<file path="src/rtl/vec_store_if.sv">
// Bus between a vector-store issuer and vec_store_sequencer. The issuer holds
// the request side and the sequencer drives the memory write port back to it.
interface vec_store_if #(
  parameter int DATA_W = 16,
  parameter int ADDR_W = 16
);
  // start is a request, not a valid/ready pair. It is taken only on a posedge
  // where the sequencer is idle and abort is low; at any other time it is
  // dropped, never held over. busy high means a request would be ignored.
  logic              start;
  logic              abort;
  logic [ADDR_W-1:0] base_addr;
  logic [DATA_W-1:0] data_in;
  logic [ADDR_W-1:0] mem_addr;
  logic [DATA_W-1:0] mem_wdata;
  logic              mem_we;
  logic              busy;
  logic              done;

  modport master (
    output start, abort, base_addr, data_in,
    input  mem_addr, mem_wdata, mem_we, busy, done
  );

  modport slave (
    input  start, abort, base_addr, data_in,
    output mem_addr, mem_wdata, mem_we, busy, done
  );
endinterface

</file>
<file path="src/rtl/vec_store_sequencer.sv">
// Writes one burst of LANES serialized words to data memory, highest lane first,
// at base + lane*STRIDE. Memory outputs are registered; done pulses after the burst.
module vec_store_sequencer #(
  parameter int LANES  = 16,
  parameter int DATA_W = 16,
  parameter int ADDR_W = 16,
  parameter int STRIDE = 1
) (
  input  logic       clk,
  input  logic       rst,
  vec_store_if.slave bus,
  output logic [1:0] dbg_state
);

  localparam int                IDX_W    = $clog2(LANES) + 1;
  localparam logic [IDX_W-1:0]  LAST_IDX = IDX_W'(LANES - 1);
  localparam logic [ADDR_W-1:0] STRIDE_A = ADDR_W'(STRIDE);

  typedef enum logic [1:0] {
    ST_IDLE  = 2'd0,
    ST_LOAD  = 2'd1,
    ST_WRITE = 2'd2,
    ST_DONE  = 2'd3
  } state_t;

  state_t            state_q;
  state_t            state_d;
  logic [IDX_W-1:0]  idx_q;
  logic [ADDR_W-1:0] base_q;
  logic [ADDR_W-1:0] addr_q;
  logic [DATA_W-1:0] wdata_q;
  logic              we_q;
  logic              done_q;
  logic              accept;
  logic              beat;
  logic [ADDR_W-1:0] lane_addr;

  always_comb begin
    state_d   = state_q;
    accept    = 1'b0;
    beat      = 1'b0;
    lane_addr = base_q + ADDR_W'(idx_q) * STRIDE_A;
    case (state_q)
      ST_IDLE: begin
        // abort wins over a coincident start
        if (bus.start && !bus.abort) begin
          accept  = 1'b1;
          state_d = ST_LOAD;
        end
      end
      ST_LOAD: begin
        state_d = bus.abort ? ST_IDLE : ST_WRITE;
      end
      ST_WRITE: begin
        if (bus.abort) begin
          state_d = ST_IDLE;
        end else begin
          beat = 1'b1;
          if (idx_q == IDX_W'(0)) state_d = ST_DONE;
        end
      end
      ST_DONE: begin
        state_d = ST_IDLE;
      end
      default: begin
        state_d = ST_IDLE;
      end
    endcase
  end

  always_ff @(posedge clk or posedge rst) begin
    if (rst) begin
      state_q <= ST_IDLE;
      idx_q   <= LAST_IDX;
      base_q  <= '0;
      addr_q  <= '0;
      wdata_q <= '0;
      we_q    <= 1'b0;
      done_q  <= 1'b0;
    end else begin
      state_q <= state_d;
      we_q    <= beat;
      done_q  <= (state_q == ST_DONE);
      if (accept) begin
        base_q <= bus.base_addr;
      end
      if (beat) begin
        addr_q  <= lane_addr;
        wdata_q <= bus.data_in;
      end
      // idx wraps back to LAST_IDX after lane 0 so it never holds an underflow value
      if (beat && idx_q != IDX_W'(0)) begin
        idx_q <= idx_q - IDX_W'(1);
      end else begin
        idx_q <= LAST_IDX;
      end
    end
  end

  assign bus.mem_addr  = addr_q;
  assign bus.mem_wdata = wdata_q;
  assign bus.mem_we    = we_q;
  assign bus.done      = done_q;
  assign bus.busy      = (state_q == ST_LOAD) || (state_q == ST_WRITE);
  assign dbg_state     = state_q;

endmodule

</file>
<file path="src/flat_wrapper.sv">
// flat-port wrapper written by rule: the top's interface ports become plain ports
module vec_store_sequencer_flat 
#(
  parameter int LANES  = 16,
  parameter int DATA_W = 16,
  parameter int ADDR_W = 16,
  parameter int STRIDE = 1
)
  (clk, rst, dbg_state, bus_start, bus_abort, bus_base_addr, bus_data_in, bus_mem_addr, bus_mem_wdata, bus_mem_we, bus_busy, bus_done);
  vec_store_if #(.DATA_W(DATA_W), .ADDR_W(ADDR_W)) bus_i ();
  input  logic clk;
  input  logic rst;
  output logic [1:0] dbg_state;
  input wire logic [$bits(bus_i.start)-1:0] bus_start;
  input wire logic [$bits(bus_i.abort)-1:0] bus_abort;
  input wire logic [$bits(bus_i.base_addr)-1:0] bus_base_addr;
  input wire logic [$bits(bus_i.data_in)-1:0] bus_data_in;
  output wire logic [$bits(bus_i.mem_addr)-1:0] bus_mem_addr;
  output wire logic [$bits(bus_i.mem_wdata)-1:0] bus_mem_wdata;
  output wire logic [$bits(bus_i.mem_we)-1:0] bus_mem_we;
  output wire logic [$bits(bus_i.busy)-1:0] bus_busy;
  output wire logic [$bits(bus_i.done)-1:0] bus_done;
  assign bus_i.start = bus_start;
  assign bus_i.abort = bus_abort;
  assign bus_i.base_addr = bus_base_addr;
  assign bus_i.data_in = bus_data_in;
  assign bus_mem_addr = bus_i.mem_addr;
  assign bus_mem_wdata = bus_i.mem_wdata;
  assign bus_mem_we = bus_i.mem_we;
  assign bus_busy = bus_i.busy;
  assign bus_done = bus_i.done;
  vec_store_sequencer #(.LANES(LANES), .DATA_W(DATA_W), .ADDR_W(ADDR_W), .STRIDE(STRIDE)) u_core (.clk(clk), .rst(rst), .bus(bus_i), .dbg_state(dbg_state));
endmodule
</file>
<file path="config.mk">
export PLATFORM = sky130hd
export DESIGN_NAME = vec_store_sequencer_flat
export DESIGN_NICKNAME = d
export VERILOG_FILES = /design/src/rtl/vec_store_if.sv /design/src/rtl/vec_store_sequencer.sv /design/src/flat_wrapper.sv
export SDC_FILE = /design/constraint.sdc
export NUM_CORES = 1
export LEC_CHECK = 0
export CORE_MARGIN = 1
export CORE_UTILIZATION = 45
export CTS_BUF_LIST = sky130_fd_sc_hd__clkbuf_2
export CTS_CLUSTER_DIAMETER = 150
export DETAILED_ROUTE_END_ITERATION = 10
export GPL_TIMING_DRIVEN = 1
export PLACE_DENSITY = 0.79
export SLEW_MARGIN = 20
export SYNTH_ARGS = -nofsm -noshare
export SYNTH_HDL_FRONTEND = slang
export SYNTH_SLANG_ARGS = --single-unit
</file>
<file path="constraint.sdc">
create_clock -name clk -period 2.15 [get_ports clk]
set_clock_uncertainty 0.05 [all_clocks]
set_input_delay 0.645 -clock clk [delete_from_list [all_inputs] [get_ports clk]]
set_output_delay 0.645 -clock clk [all_outputs]
set_load 0.005 [all_outputs]
</file>
Yosys cells after proc, flatten, opt, wreduce, memory -nomap -nowiden
Cells that the tools add are included.

Bits in registers: 57.

Add/sub/neg operators: 2. Eq/ne operators: 5. Muxes and demuxes: 10. Reduce and logical (&&, ||, !) cells: 8.

Operator list (count): adder 16 x 5 -> 16 bit (1); two-way mux 2 bit (4); one-hot mux 2 bit (4 select lines) (1); zero test 5 bit (1); two-way mux 5 bit (1); nonzero test 5 bit (1); subtractor 5 x 1 -> 5 bit, second input constant (1); equality test 2 bit, second input constant (2); two-way mux 1 bit (4); != test 3 x 2 -> 1 bit, second input constant (1); equality test 2 x 1 -> 1 bit, second input constant (1); logical AND 1 bit (2); zero test 2 bit (1); != test 2 x 1 -> 1 bit, second input constant (1); AND reduction 2 bit (1); zero test 1 bit (1); logical OR 1 bit (1).

Logic depth before layout (Yosys ltp)
Depth after elaboration: 4. Gate-level depth with buffers: 7. Mapped depth without buffers: 7.

Worst setup path after synthesis
Ideal clock, no wire load.

Path kind: reg2reg. Start: register u_core.base_q[0]. End: register u_core.addr_q[10] (netlist: u_core.bus.mem_addr[10]). Library setup time: 127 ps. Data arrival time: 1643 ps. Data required time: 1973 ps. Setup slack: 330 ps. Stages on the path, launching flop included: 8. Path buffers: 0. Clock period less this slack: 1820 ps. Cells stage by stage: dfrtp_1 -> ha_1 -> fa_1 -> a21oi_1 -> o211ai_2 -> nand3_1 -> xor2_1 -> o21ai_2.

Cells in the longest elaborated chain, start to end: 1.

Ends and longest elaborated chain: from (decl) (RTL line vec_store_sequencer.sv:29) `logic [ADDR_W-1:0] base_q;`; from (signal assigned) (RTL line vec_store_sequencer.sv:85) `base_q <= bus.base_addr;`; adder 16 x 5 -> 16 bit (RTL line vec_store_sequencer.sv:42) `lane_addr = base_q + ADDR_W'(idx_q) * STRIDE_A;`; to (signal assigned) (RTL line vec_store_sequencer.sv:88) `addr_q <= lane_addr;`; to (decl) (RTL line vec_store_sequencer.sv:30) `logic [ADDR_W-1:0] addr_q;`.

No other way between the ends. A chain may end at the register's enable or synchronous reset.

Worst setup path after layout
Start: register u_core.addr_q[8] (netlist: u_core.bus.mem_addr[8]). End: output bus_mem_addr[8].

RTL lines: to (decl) (RTL line flat_wrapper.sv:18) `output wire logic [$bits(bus_i.mem_addr)-1:0] bus_mem_addr;`.

No word-level cell between the ends.

==> metrics.cfg <==
[setup_path]
critical_path_peak_fanout=2
cp.required_ns=1.45
worstPathCellList=clkdlybuf4s50_1
crit_slowest_cell=clkdlybuf4s50_1
path_class=reg -> out
ff2ff_setup_slack_ns=0.16
cp-end-kind=output pin
critical-path-top-delay-family=buffers and inverters
max_stage_delay_ns=0.51
critPathArrivalTime_ns=1.36
crit_buf_inv=1
crit_path_start_kind=register

[global_routing]
grt_pass1_wl_um=8870
antenna_found_initial=0
grt_pass1_vias=1879
grt.total_usage_pct=18.9
grt_max_degree=58
grt_overflow_total=0

[detailed_routing]
ant_nets=0
drt_iter0_markers=90
vias=1996
wirelength_um=5080
dr.pass1.iters=4
viasPerCell=4.88
drc_errors=0
routedWlPerCell_um=12.4

[clocking]
worstSkewPairLatency_ns=0.46
tritoncts=yes
clk_root_buffer_cell=clkbuf_2
cts.sinks=57
clock_path_buffers=2
cts_htree_levels=3
numCtsBuffers=9
cts.hold.buffers_added=0
clkTransAtPathRegs_ns=0.17

[final_layout]
final_area_um2=3600
area_delta_synth_final_pct=37.2
drive_gt1_share_pct=16.3
nFillCells=478
nets=379
n_antenna_cell=0

[placement]
dpl.hpwl_um=3660
portBuffers=72
placed_cell_area_um2=3480
gp_congestion=0.814

[power_and_ir_drop]
p_leak_nw=1.69
p_total_mw=4.59
peakVddDrop_mv=0.674
p_per_area_nw_per_um2=1280

[sta]
slew_violations=0
setup-violations-final=0
timing.fmax_ghz=0.486
rsz0062_at_grt=false
hold_viol_final=0
slew_headroom_pct=79.9
tightest_slew_ns=0.302
fin_crit_sh_pct=95.7
period_minus_slack_ns=2.06

[floorplan]
core_um2=5570
die_h_um=78.4
die_w_um=78.4
dieArea_um2=6140
row_count=27
io_pins=73
initial_core_util_pct=47.1

[logic_synthesis]
yosys_warnings=0
synthFlopType=dfrtp_1
synthCells=250
synth.distinct_cells=36
yosysMostFrequentCell=nand2_1
syn_area_um2=2630
synth.top_cells.by_area=dfrtp_1 (51%), nand2_1 (11%), mux2_2 (6.9%)
synth_commonest_cells=nand2_1 (75), dfrtp_1 (53), mux2_2 (16)
yosys_register_bits=57
synth_top_cell_area_share_pct=50.5
seq_area_frac_synth_pct=54.5
synth-edff-count=0
synthArstFlopShare_pct=100
synth_fp_nets=297
synth_area_leader_cell=dfrtp_1
synth_area_per_cell_um2=10.5

[worst_hold_path]
hp-class=reg -> reg

[outcome]
status=completed

[run]
maxCapViolations=0

where the power goes:
part	total (mW)	switching [mW]	internal (mW)
Clock	0.650	0.373	0.277
Sequential	1.88	0.337	1.55
Combinational	2.06	0.842	1.22
metrics by stage:
stage               utilization [%]  std cells  hold WS [ns]  TNS (ns)  setup slack (ns)
finish                         64.6        409         0.441         0            0.0930
global route                   64.6        409         0.467         0           0.00448
CTS                            64.6        409         0.444  -0.00498          -0.00498
floorplan                         -        250         0.388         0            0.0620
detailed placement             62.5        391         0.409         0             0.138
global placement               62.5        391         0.404         0             0.190
cells by family after synthesis:
kind of cell / after synthesis / share of synthesized area (%)
compound gates: 31 / 7.91
xor+xnor: 14 / 4.67
fa+ha+maj: 11 / 5.53
buf+inv: 15 / 2.81
flops: 57 / 54.5
mux: 17 / 7.24
simple gates: 105 / 17.3
routing by layer:
layer	GRT usage [%]	wire length, µm	part of all wire, %	vias up
met1	24.6	2350	46	937
li1	-	-	-	1001
met5	0	0	0	-
met2	30.1	2400	47	50
met3	3.72	243	4.8	8
met4	9.44	93	1.8	0
cell usage in the layout, fill, tap and decap left out, types with 3 or more instances in the layout:
| cell type | netlist | routed |
|---|---|---|
| a21oi_1 | 5 | 5 |
| buf_12 | 0 | 4 |
| buf_4 | 1 | 3 |
| clkbuf_2 | 0 | 13 |
| clkdlybuf4s50_1 | 0 | 69 |
| dfrtp_1 | 53 | 53 |
| dfstp_2 | 4 | 4 |
| ha_1 | 10 | 10 |
| inv_1 | 6 | 3 |
| inv_2 | 0 | 3 |
| mux2_2 | 16 | 16 |
| nand2_1 | 75 | 75 |
| nand2b_1 | 4 | 3 |
| nand3_1 | 9 | 9 |
| nand4_1 | 3 | 3 |
| nor2_1 | 4 | 4 |
| nor3_1 | 3 | 3 |
| nor3b_1 | 3 | 3 |
| o21ai_0 | 8 | 8 |
| o21ai_1 | 5 | 5 |
| o21ai_2 | 3 | 3 |
| xor2_1 | 12 | 12 |
state kept, by name, summed over array words and instances (netlist names):
signal / flops
u_core.bus.mem_we: 1
u_core.bus.mem_wdata: 16
u_core.base_q: 16
u_core.bus.done: 1
u_core.bus.mem_addr: 16
u_core.dbg_state: 2
u_core.idx_q: 5
area by class of cell:
cell class                      instances  area (µm²)  area share, %
Tap cell                               72        90.1           2.50
Timing Repair Buffer                   80         831           23.1
Clock inverter                          4        43.8           1.22
Sequential cell                        57        1430           39.7
Clock buffer                           12        60.1           1.67
Inverter                                6        22.5          0.625
Multi-Input combinational cell        178        1120           31.2
final timing paths:
path	depth (start not counted)	from	to
min reg2reg	1	u_core.idx_q[0]	u_core.idx_q[0]
max	1	u_core.bus.mem_addr[8]	bus_mem_addr[8]
min	1	u_core.idx_q[0]	u_core.idx_q[0]
max in group asynchronous	3	rst	u_core.idx_q[2]
max reg2reg	7	u_core.base_q[0]	u_core.bus.mem_addr[10]
min in group asynchronous	3	rst	u_core.bus.mem_addr[12]
repair_timing:
item | CTS | global route
endpoints found under the setup margin | 2 | 2
endpoints found under the hold margin | 0 | 0
setup buffers | 2 | 0
resized for setup | 2 | 6
Note: power is estimated with default switching activity, not from simulation.
